File: src/rtl/afe_clk_gen.sv
// afe_clk_gen: emulated-time clock generator that turns granted timesteps into clock edges
module afe_clk_gen #(
  parameter int DT_WIDTH = 32,
  parameter int CNT_WIDTH = 32
) (
  input  logic                 emu_clk,
  input  logic                 emu_rst,
  input  logic                 en,
  input  logic [DT_WIDTH-1:0]  tlo,
  input  logic [DT_WIDTH-1:0]  thi,
  input  logic [DT_WIDTH-1:0]  emu_dt,
  output logic [DT_WIDTH-1:0]  dt_req,
  output logic                 clk_val,
  output logic                 edge_rise,
  output logic                 edge_fall,
  output logic [CNT_WIDTH-1:0] cycle_count,
  output logic                 err_overrun
);
  typedef enum logic {LOW, HIGH} state_t;
  state_t state;
  logic [DT_WIDTH-1:0] rem;
  function automatic logic [DT_WIDTH-1:0] dur(input logic [DT_WIDTH-1:0] x);
    return (x == '0) ? DT_WIDTH'(1) : x;
  endfunction
  assign dt_req = en ? rem : '1;
  assign clk_val = (state == HIGH);
  always_ff @(posedge emu_clk) begin
    if (emu_rst) begin
      state <= LOW;
      rem <= dur(tlo);
      cycle_count <= '0;
      err_overrun <= 1'b0;
      edge_rise <= 1'b0;
      edge_fall <= 1'b0;
    end else begin
      edge_rise <= 1'b0;
      edge_fall <= 1'b0;
      if (en && emu_dt != '0) begin
        if (emu_dt >= rem) begin
          state <= (state == LOW) ? HIGH : LOW;
          rem <= dur((state == LOW) ? thi : tlo);
          edge_rise <= (state == LOW);
          edge_fall <= (state == HIGH);
          if (state == LOW) cycle_count <= cycle_count + CNT_WIDTH'(1);
          if (emu_dt > rem) err_overrun <= 1'b1;
        end else begin
          rem <= rem - emu_dt;
        end
      end
    end
  end
endmodule

File: config.mk
export PLATFORM = sky130hd
export DESIGN_NAME = afe_clk_gen
export DESIGN_NICKNAME = d
export VERILOG_FILES = /design/src/rtl/afe_clk_gen.sv
export SDC_FILE = /design/constraint.sdc
export NUM_CORES = 1
export LEC_CHECK = 0
export ABC_AREA = 0
export CORE_AREA = 3 3 122 124
export CTS_CLUSTER_DIAMETER = 100
export DETAILED_ROUTE_END_ITERATION = 12
export DIE_AREA = 0 0 125 127
export PLACE_DENSITY = 0.82
export RECOVER_POWER = 25
export SLEW_MARGIN = 40
export SYNTH_ARGS = -nofsm -noshare
export SYNTH_HDL_FRONTEND = slang
export SYNTH_SLANG_ARGS = --single-unit
File: constraint.sdc
create_clock -name emu_clk -period 3.3 [get_ports emu_clk]
set_input_delay 0.99 -clock emu_clk [delete_from_list [all_inputs] [get_ports emu_clk]]
set_output_delay 0.99 -clock emu_clk [all_outputs]
set_load 0.03 [all_outputs]
==> results by stage <==
Outcome:
- The run finished, with violations left.
- The checks that failed: negative setup slack.

Setup path:
- The count of cells along the worst register-to-register path is 12.
- The source of the critical timing path is emu_dt[24].
- The kind of capture point of the worst setup path is a register.
- The startpoint of the worst-slack reg-to-reg timing path is rem[20]$_DFFE_PP_.
- The critical path ends at rem[27]$_DFFE_PP_.
- The data arrival time of the critical path is 3.68 ns.
- The critical-path maximum fanout is 23.
- The setup check on the worst reg-to-reg path leaves a slack of 0.06 ns.
- The worst register-to-register path ends at rem[27]$_DFFE_PP_.
- Data on the critical path is required at its endpoint by 3.39 ns.
- The type of element launching the critical path is an input pin.
- The critical path is of the input pin to register type.

Synth:
- The net count after synthesis is 855.
- The mean instance size in the synthesized netlist is 8.081 um^2.
- The count of cell types in the netlist is 70.
- Sequential elements use 28.82% of the synthesized area.
- Counting every instance in the synthesized netlist gives 722.
- The compound-gate portion of the synthesized area is 21.77%.
- The number of enable-type register cells in the synthesized netlist is 32.
- By area, the combinational part of the netlist is dominated by simple AND/OR/NAND/NOR gates.
- The post-synthesis share of cell area spent on full adders, half adders and majority gates is 7.420%.
- Of all flip-flops after synthesis, the portion carrying an async set or reset was 0%.
- After Yosys synthesis, XOR and XNOR cells account for 5.104% of the synthesized area.
- The register bit count reported by yosys is 68.
- The total standard cell area after synthesis is 5834 um^2.
- Of the post-synthesis cell area, the part taken by muxes is 3.667%.
- The simple-gate area share of the yosys netlist is 26.85%.
- In the synthesized netlist the dominant register cell turns out to be sky130_fd_sc_hd__dfxtp_1.
- The total of warnings raised by yosys is 0.

Timing:
- The clock arrives with 0.008332 ns of skew.
- The post-route minimum period is 3.585 ns.
- The share of the clock period used by the worst path after layout is 108.6%.
- Hold timing on the final database bottoms out at a slack of 0.4954 ns.
- The number of max-slew violations in the final report is 0.
- The count of endpoints failing setup in the final report is 55.
- The relative slew slack is 63.63%.
- Derived from the worst setup path, the maximum achievable clock frequency is 0.2789 GHz.
- The final count of hold timing violations is 0.
- The final worst-path setup slack is -0.2853 ns.
- Setup repair after global routing could not meet its margin everywhere.
- The slew at the pin closest to its max-slew limit is 0.5432 ns.

Die:
- The floorplan step defined a die boundary enclosing 15880 um^2.
- The area of the placeable core is 13880 um^2.
- The initial utilization of the core area, before any placement, comes to 42.03%.
- The floorplan step set the die height to 127 um.
- The horizontal die dimension is 125 um.
- The standard-cell row count is 43.
- Pin placement for this block handled 167 I/O pins.

Finish:
- For this run, the post-layout net count is 1230.
- The summed area of non-filler cells in the final layout is 10360 um^2.
- Registers take 1682 um^2.
- The number of diodes added for antenna fixing is 0.
- The share of layout cells above drive strength 1 is 38.84%.
- In the final layout, the multi-input gates occupy 4561 um^2.
- The synthesis-to-layout area growth is 77.50%.
- The end-of-flow core utilization is 74.61%.
- Counting the fill cells in the layout gives 903.

Placement:
- The count of buffers inserted at the top-level ports is 166.
- The area of placed instances is 9133 um^2.
- The final RePlAce weighted congestion is 0.9630.
- The setup slack at placement is -0.7962 ns.
- The wire-length estimate of the detail-placed layout is 18130 um.

Global route:
- Across every metal layer, demand over resource in global routing totals 32.54%.
- Entering global routing, the biggest net connects 41 pins.
- The first global-routing pass estimated 41530 um of wire.
- The initial antenna violation count was 0.
- The global route total overflow is 0.
- The via count of the first global-routing pass is 7913.

Pwr:
- The worst voltage drop across the vdd grid is 0.0004064 V.
- In this run the power density over the cells is 580.4 nW/um^2.
- The analysis attributes to cell leakage a power of 4.385 nW.
- The total power draw is 0.006011 W.

Routing:
- The detailed router finished its first iteration with 1154 violations.
- The routed wire length is 28910 um.
- The pre-antenna-repair detailed-routing pass consisted of 7 iterations.
- For this block, the via count after detailed routing is 8058.
- For this run, design rule violations remaining after detail routing come to 0.
- In this run the remaining antenna-violating nets after routing total 0.
- The detailed-route vias per instance is 6.285.
- Dividing the detail-routed wire length by the instance count gives 22.55 um.

Clock tree:
- The clock passes through at most 2 buffers.
- Hold repair after CTS inserted 0 buffers.
- The depth of the CTS H-tree is 3.
- TritonCTS built the clock tree.
- The total clock sinks is 68.
- The clock root buffer is sky130_fd_sc_hd__clkbuf_16.
- The register clock-pin slew on the reported worst setup and hold paths is 0.06 ns.
- The clock network latency to the later pin of the worst-skew pair is 0.35 ns.
- Clock tree synthesis inserted a total of 9 buffers.

Hold path:
- The type of the most critical hold path is register to register.

Flow run:
- The number of violations of the max-capacitance limit is 0.
[worst min path at each step]
stage,startpoint,to,depth (start not counted)
after floorplan,cycle_count[17]$_SDFFE_PP0P_,cycle_count[17]$_SDFFE_PP0P_,2
after global placement,err_overrun$_SDFFE_PP0P_,err_overrun$_SDFFE_PP0P_,2
after detailed placement,err_overrun$_SDFFE_PP0P_,err_overrun$_SDFFE_PP0P_,2
final,err_overrun$_SDFFE_PP0P_,err_overrun$_SDFFE_PP0P_,2
after global routing,err_overrun$_SDFFE_PP0P_,err_overrun$_SDFFE_PP0P_,2
after CTS,err_overrun$_SDFFE_PP0P_,err_overrun$_SDFFE_PP0P_,2
[metal layers]
layer	GRT usage, %	wire (um)	vias to the layer above
li1	-	-	3440
met1	37.45	9994	3701
met2	55.11	13270	698
met3	8.905	3403	219
met4	17.79	2235	0
met5	0	0	-
[repair_timing]
action	4_1_cts	5_1_grt
buffers inserted	22	12
gates resized for setup	147	70
endpoints found under the setup margin	65	61
gates cloned	3	0
pin swaps	54	41
[final cells by class]
type / instances / area share, %
inverter: 55 / 1.993
multi-input combinational: 564 / 44.04
clock buffer: 13 / 2.622
timing repair buffer: 399 / 32.78
sequential: 68 / 16.24
tap: 180 / 2.175
clock inverter: 3 / 0.1571
[state kept, by name, indices dropped and copies added, names as in the netlist]
| signal | flops |
|---|---|
| clk_val | 1 |
| err_overrun | 1 |
| edge_fall | 1 |
| edge_rise | 1 |
| rem | 32 |
| cycle_count | 32 |
[layout by cell type (no fill, tap or decap), types with 7 or more instances in the layout]
cell,n
sky130_fd_sc_hd__nand3_1,24
sky130_fd_sc_hd__nand2_1,46
sky130_fd_sc_hd__edfxtp_1,32
sky130_fd_sc_hd__o21ai_0,20
sky130_fd_sc_hd__a22o_1,7
sky130_fd_sc_hd__clkbuf_16,11
sky130_fd_sc_hd__and2_1,10
sky130_fd_sc_hd__mux2i_1,18
sky130_fd_sc_hd__dlygate4sd2_1,13
sky130_fd_sc_hd__inv_2,30
sky130_fd_sc_hd__and3_1,7
sky130_fd_sc_hd__nand2b_1,34
sky130_fd_sc_hd__dlygate4sd3_1,36
sky130_fd_sc_hd__buf_6,8
sky130_fd_sc_hd__ha_4,31
sky130_fd_sc_hd__a21o_1,15
sky130_fd_sc_hd__a21oi_2,8
sky130_fd_sc_hd__nand4_1,20
sky130_fd_sc_hd__xor2_1,10
sky130_fd_sc_hd__nor2_1,53
sky130_fd_sc_hd__clkbuf_2,11
sky130_fd_sc_hd__inv_1,25
sky130_fd_sc_hd__nor3_1,14
sky130_fd_sc_hd__o21ai_2,9
sky130_fd_sc_hd__dfxtp_1,36
sky130_fd_sc_hd__xnor2_1,24
sky130_fd_sc_hd__clkdlybuf4s50_1,67
sky130_fd_sc_hd__buf_4,248
sky130_fd_sc_hd__a21oi_1,41
sky130_fd_sc_hd__a221o_1,22
sky130_fd_sc_hd__nor4_1,27
[cell families (layout without fill, tap and decap cells)]
group | count (synthesis) | after routing
simple gates | 291 | 291
compound gates | 184 | 184
buf+inv | 90 | 470
flops | 68 | 68
fa+ha+maj | 34 | 34
xor+xnor | 34 | 34
mux | 21 | 21
[synth_stat cells, drive strengths merged (2+ instances only)]
master  instances  share of area, %
a21oi          52               4.6
buf            15               1.5
mux2            3              0.58
nand4          21               2.4
a31o            3              0.45
a21o           15               1.9
edfxtp         32                16
or2             2              0.21
a22o            7               1.1
nand3          27               2.4
and3            7              0.75
mux2i          18               3.1
or3             9              0.96
and4            5              0.75
nand2          48               3.1
a211o           2              0.30
a221o          22               3.8
a21boi          2              0.26
nor2           57               3.8
xor2           10               1.5
nor3b           3              0.39
o21bai          4              0.51
nor2b           7              0.75
nor4           33               3.6
a31oi           6              0.90
nand3b          2              0.26
dfxtp          36                12
inv            55               3.5
xnor2          24               3.6
a211oi          7              0.99
o21a            5              0.64
o31a            2              0.30
o211ai          6              0.77
o21ai          36               3.2
nand2b         34               3.6
or4             3              0.39
and2           10               1.1
nor3           21               2.0
ha             33               7.1
clkbuf         20               1.3
o31ai           4              0.51
[per-stage QoR]
stage                     cells  TNS, ns
after floorplan             722  -0.5193
after global placement     1231   -49.24
after detailed placement   1231   -51.08
after CTS                  1270        0
after global routing       1282   -8.565
final                      1282   -7.520
[worst max-delay path: stages]
cell and delay [ns]:
sky130_fd_sc_hd__dlygate4sd2_1 0.26, sky130_fd_sc_hd__inv_2 0.06, sky130_fd_sc_hd__ha_4 0.28, sky130_fd_sc_hd__nand4_4 0.14, sky130_fd_sc_hd__buf_4 0.16, sky130_fd_sc_hd__nor3b_2 0.48
sky130_fd_sc_hd__o32ai_4 0.22, sky130_fd_sc_hd__buf_4 0.19, sky130_fd_sc_hd__nor2_4 0.18, sky130_fd_sc_hd__a211oi_2 0.09, sky130_fd_sc_hd__buf_12 0.18, sky130_fd_sc_hd__and2_1 0.16
sky130_fd_sc_hd__a221o_1 0.26
[power breakdown]
part / switching [W] / internal [W] / total, W / leakage (nW)
Clock: 0.000398 / 0.000575 / 0.000972 / 0.143
Combinational: 0.00195 / 0.00188 / 0.00383 / 3.62
Sequential: 0.000149 / 0.00106 / 0.00121 / 0.625
Power figures use the tool's default switching activity.
